**config.mk**
```make
export PLATFORM = sky130hd
export DESIGN_NAME = control_sequencer
export DESIGN_NICKNAME = d
export VERILOG_FILES = /design/src/rtl/control_sequencer.sv
export SDC_FILE = /design/constraint.sdc
export NUM_CORES = 1
export LEC_CHECK = 0
export ABC_AREA = 1
export CORE_AREA = 3 3 40 42
export CTS_BUF_LIST = sky130_fd_sc_hd__clkbuf_4
export DETAILED_ROUTE_END_ITERATION = 8
export DIE_AREA = 0 0 43 45
export PLACE_DENSITY = 0.8
export SLEW_MARGIN = 30
export SYNTH_ARGS = -nofsm -noshare
export SYNTH_HDL_FRONTEND = slang
export SYNTH_SLANG_ARGS = --single-unit
```
**constraint.sdc**
```tcl
create_clock -name clk -period 1.6 [get_ports clk]
set_clock_uncertainty 0.2 [all_clocks]
set_input_delay 0.24 -clock clk [delete_from_list [all_inputs] [get_ports clk]]
set_output_delay 0.24 -clock clk [all_outputs]
set_load 0.02 [all_outputs]
```
**src/rtl/control_sequencer.sv**
```systemverilog
// control_sequencer: microcoded control unit for the 8-bit bus CPU.
// Steps through fetch (T1-T3), then a variable-length execute (T4-T6) chosen
// by the 4-bit opcode. HLT parks the machine in HALT until clear.
// The T-state is registered. All control strobes are a combinational decode of
// that state, the opcode and the flags, and are forced inactive while clear is high.
//
// Ports:
//   clk, clear             clock, asynchronous active-high reset
//   opcode[3:0]            instruction register bits [7:4] (valid from T4)
//   carry_flag, zero_flag  registered ALU flags, sampled in T4 for JC/JZ
//   pc_*, mar_*, ram_*,    bus control strobes; *_n_* are active-low
//   ir_*, acc_*, b_*,
//   alu_*, flags_*, out_*
//   halt                   high while halted
//   t_state[2:0]           1..6 = T1..T6, 0 = HALT
module control_sequencer (
    input  logic       clk,
    input  logic       clear,
    input  logic [3:0] opcode,
    input  logic       carry_flag,
    input  logic       zero_flag,
    output logic       pc_inc,
    output logic       pc_n_enable,
    output logic       pc_n_load,
    output logic       mar_n_load,
    output logic       ram_n_enable,
    output logic       ir_n_load,
    output logic       ir_n_enable,
    output logic       acc_n_load,
    output logic       acc_n_enable,
    output logic       b_n_load,
    output logic       alu_n_enable,
    output logic       alu_sub,
    output logic       flags_n_load,
    output logic       out_n_load,
    output logic       halt,
    output logic [2:0] t_state
);

    // Encoding doubles as the t_state output value.
    typedef enum logic [2:0] {
        StHalt = 3'd0,
        StT1   = 3'd1,
        StT2   = 3'd2,
        StT3   = 3'd3,
        StT4   = 3'd4,
        StT5   = 3'd5,
        StT6   = 3'd6
    } state_e;

    localparam logic [3:0] OpLda = 4'b0000;
    localparam logic [3:0] OpAdd = 4'b0001;
    localparam logic [3:0] OpSub = 4'b0010;
    localparam logic [3:0] OpLdi = 4'b0101;
    localparam logic [3:0] OpJmp = 4'b0110;
    localparam logic [3:0] OpJc  = 4'b0111;
    localparam logic [3:0] OpJz  = 4'b1000;
    localparam logic [3:0] OpOut = 4'b1110;
    localparam logic [3:0] OpHlt = 4'b1111;

    state_e r_state;
    state_e w_state_next;
    logic   w_mem_op;
    logic   w_arith_op;
    logic   w_jump_taken;

    assign w_mem_op     = (opcode == OpLda) || (opcode == OpAdd) || (opcode == OpSub);
    assign w_arith_op   = (opcode == OpAdd) || (opcode == OpSub);
    assign w_jump_taken = (opcode == OpJmp) ||
                          ((opcode == OpJc) && carry_flag) ||
                          ((opcode == OpJz) && zero_flag);

    always_ff @(posedge clk or posedge clear) begin
        if (clear) begin
            r_state <= StT1;
        end else begin
            r_state <= w_state_next;
        end
    end

    always_comb begin
        w_state_next = StT1;
        case (r_state)
            StT1:    w_state_next = StT2;
            StT2:    w_state_next = StT3;
            StT3:    w_state_next = StT4;
            StT4: begin
                if (opcode == OpHlt) begin
                    w_state_next = StHalt;
                end else if (w_mem_op) begin
                    w_state_next = StT5;
                end else begin
                    w_state_next = StT1;
                end
            end
            StT5:    w_state_next = w_arith_op ? StT6 : StT1;
            StT6:    w_state_next = StT1;
            StHalt:  w_state_next = StHalt;
            default: w_state_next = StT1;
        endcase
    end

    assign t_state = r_state;
    assign halt    = (r_state == StHalt);

    always_comb begin
        pc_inc       = 1'b0;
        pc_n_enable  = 1'b1;
        pc_n_load    = 1'b1;
        mar_n_load   = 1'b1;
        ram_n_enable = 1'b1;
        ir_n_load    = 1'b1;
        ir_n_enable  = 1'b1;
        acc_n_load   = 1'b1;
        acc_n_enable = 1'b1;
        b_n_load     = 1'b1;
        alu_n_enable = 1'b1;
        alu_sub      = 1'b0;
        flags_n_load = 1'b1;
        out_n_load   = 1'b1;
        // Clear masks everything, including the T1 strobes of the reset state.
        if (!clear) begin
            case (r_state)
                StT1: begin
                    pc_n_enable = 1'b0;
                    mar_n_load  = 1'b0;
                end
                StT2: pc_inc = 1'b1;
                StT3: begin
                    ram_n_enable = 1'b0;
                    ir_n_load    = 1'b0;
                end
                StT4: begin
                    if (w_mem_op) begin
                        ir_n_enable = 1'b0;
                        mar_n_load  = 1'b0;
                    end else if (opcode == OpLdi) begin
                        ir_n_enable = 1'b0;
                        acc_n_load  = 1'b0;
                    end else if (w_jump_taken) begin
                        ir_n_enable = 1'b0;
                        pc_n_load   = 1'b0;
                    end else if (opcode == OpOut) begin
                        acc_n_enable = 1'b0;
                        out_n_load   = 1'b0;
                    end
                end
                StT5: begin
                    ram_n_enable = 1'b0;
                    alu_sub      = (opcode == OpSub);
                    if (w_arith_op) begin
                        b_n_load = 1'b0;
                    end else begin
                        acc_n_load = 1'b0;
                    end
                end
                StT6: begin
                    alu_n_enable = 1'b0;
                    acc_n_load   = 1'b0;
                    flags_n_load = 1'b0;
                    alu_sub      = (opcode == OpSub);
                end
                default: ;
            endcase
        end
    end

endmodule

```
==> results.py <==
metrics = {
    "finish": {
        "layout-drive-gt1-share": 0.566,
        "fin_cells": 137,
        "seqCellArea_um2": 78.8,
        "fillers": 122,
        "area_growth_pct": 119,
        "stdcell_area_um2": 871,
        "multi_input_area_um2": 322,
        "largest_register_ffs": 3,
        "nets": 131,
        "diodes": 0,
    },
    "drt": {
        "num_vias": 604,
        "vias_per_cell": 4.41,
        "postRouteAntennaNets": 0,
        "wl_per_cell_um": 10.8,
        "drt_iter0_drc": 7,
        "first_pass_iters": 4,
        "routed_wl_um": 1480,
        "drc": 0,
    },
    "clock_network": {
        "ctsLongestPathBuffers": 2,
        "cts_sinks": 3,
        "cts_tree": "yes",
        "clkTransAtPathRegs_ns": 0.04,
        "cts-hold-fix-buffers": 0,
        "clk_latency_ns": 0.23,
        "cts-root-buf": "clkbuf_4",
        "cts_buffers": 3,
        "cts.htree.levels": 1,
    },
    "yosys": {
        "syn_nets": 84,
        "synth_top_cells_by_count": "22 x nand2_1, 17 x nor2_1, 11 x inv_1",
        "synthMuxAreaShare": 0,
        "netlist.area_leader.share": 0.208,
        "yosys_warnings": 0,
        "ys_seq_area_frac": 0.192,
        "synth_fa_ha_area_frac": 0,
        "synth-seq-cells": 3,
        "synthSimpleGateAreaFrac": 0.582,
        "syn_area_um2": 398,
        "synth_top_family_by_area": "simple AND/OR/NAND/NOR gates",
        "synth_edf_count": 0,
        "synth_top_flop_cell": "dfrtp_1",
        "yosys.area.top_type": "nand2_1",
        "synthCells": 76,
        "synthDistinctLibCells": 16,
        "synth_xor_area_frac": 0,
        "synth_area_leaders": "nand2_1 21%, nor2_1 16%, dfrtp_1 13%",
        "synth.avg_cell_area_um2": 5.24,
        "async_flop_share": 1.00,
        "yosysMostFrequentCell": "nand2_1",
        "synth_compound_area_frac": 0.0566,
    },
    "timing": {
        "fin_ws_ns": -0.201,
        "max_freq_mhz": 555,
        "rsz0062_at_grt": "true",
        "hold_violations": 0,
        "relSlewSlack": 0.851,
        "setup_viol": 16,
        "tightestPinTransition_ns": 0.222,
        "fin_crit_sh": 1.13,
        "min_period_ns": 1.80,
        "maxSlewViolCount": 0,
    },
    "floorplanning": {
        "io_pins": 26,
        "die_w_um": 43,
        "start_util": 0.310,
        "rows": 13,
        "die_area_um2": 1940,
        "core_region_area_um2": 1280,
        "die_y_um": 45,
    },
    "worst_setup_path": {
        "crit_type": "flip-flop to output pin",
        "slowest_stage": "dfstp_2",
        "path_max_fanout": 5,
        "cp_data_arrival_time_ns": 1.36,
        "required_ns": 1.16,
        "timing.rr.start": "t_state[0]",
        "critPathTopFamily": "flip-flops",
        "end_kind": "output pin",
        "critPathBufInv": 4,
        "start_kind": "flip-flop",
        "slowest_delay_ns": 0.60,
        "crit_chain": "buf_6 -> inv_4 -> nand2_2 -> nor2_2 -> inv_1 -> nor2_1 -> buf_4",
        "cp-startpoint": "t_state[0]",
    },
    "placed_design": {
        "place_area_um2": 749,
        "port_buffers": 25,
        "gp_congestion": 0.818,
        "dpl.hpwl_um": 981,
        "place_inst": 126,
        "place_ws_ns": -0.689,
    },
    "pwr": {
        "power.leakage_nw": 0.460,
        "peakVddDrop_mv": 0.630,
        "total_power_mw": 1.22,
        "power_density_nw_per_um2": 1400,
    },
    "status": {
        "status": "finished, violations left",
        "violations": "setup timing",
    },
    "global_routing": {
        "grt_usage": 0.152,
        "grt_pass1_vias": 570,
        "grt_max_degree": 8,
        "antenna_found_initial": 0,
        "grt_pass1_wl_um": 2290,
        "grt_overflow_total": 0,
    },
    "worst_hold_path": {
        "hold_class": "primary input to asynchronous set/reset pin",
    },
    "job": {
        "maxCapViolations": 0,
    },
}
==> per-stage QoR <==
| stage | TNS, ns | hold WS, ns | util |
|---|---|---|---|
| 2_1_floorplan | -0.0982 | -0.184 | - |
| 3_3_place_gp | -8.37 | 0.383 | 0.583 |
| 3_5_place_dp | -8.54 | 0.394 | 0.583 |
| 4_1_cts | -1.87 | 0.229 | 0.606 |
| 5_1_grt | -3.31 | 0.270 | 0.678 |
| 6_report | -2.28 | 0.244 | 0.678 |
==> cell usage in the layout, fill, tap and decap left out, drive strengths merged <==
cell,instances
buf,34
clkbuf,6
clkdlybuf4s50,3
clkinv,1
dfrtp,2
dfstp,1
dlygate4sd2,5
inv,13
nand2,24
nand3,7
nand3b,1
nand4,1
nor2,20
o21ai,3
o21bai,1
==> cell type report <==
type,count,area share
multi-input combinational,57,0.369
clock buffer,4,0.0345
sequential,3,0.0905
timing repair buffer,44,0.420
tap,15,0.0216
inverter,14,0.0647
==> worst register-to-register path, cell delays in order (launching register included) <==
cell and delay (ns):
dfstp_2 0.60, buf_6 0.12, inv_4 0.03, nand2_2 0.05, nor2_2 0.04, inv_1 0.07, buf_4 0.10, buf_4 0.09
buf_4 0.09, nand3b_1 0.07
==> kinds of logic after synthesis <==
| logic type | Yosys count |
|---|---|
| buf+inv | 16 |
| flops | 3 |
| simple gates | 53 |
| compound gates | 4 |
==> final timing paths <==
path / end / slack, ns / cells past startpoint
setup / recovery: pc_inc / -0.20 / 7
hold / removal: t_state[2] / 0.24 / 4
setup reg to reg: t_state[1] / 0 / 9
hold reg to reg: t_state[0] / 0.43 / 2
max in group asynchronous: t_state[0] / 0.77 / 4
min in group clk: t_state[0] / 0.43 / 6
==> where the power goes <==
part | total [mW] | internal, mW | leakage, nW | switching (mW)
Clock | 0.152 | 0.111 | 0.0184 | 0.0415
Sequential | 0.204 | 0.124 | 0.0336 | 0.0799
Combinational | 0.863 | 0.417 | 0.408 | 0.446
==> per-layer routing <==
| layer | share of wire | GRT usage |
|---|---|---|
| met5 | 0 | 0 |
| met2 | 0.55 | 0.293 |
| met4 | 0.0081 | 0.0361 |
| met3 | 0.054 | 0.0239 |
| met1 | 0.39 | 0.176 |
==> what timing repair did <==
| item | in CTS | in global routing |
|---|---|---|
| pin swaps | 2 | 9 |
| endpoints found under the setup margin | 18 | 18 |
| setup buffers | 4 | 3 |
| gates resized for setup | 87 | 28 |
Power figures use the tool's default switching activity.
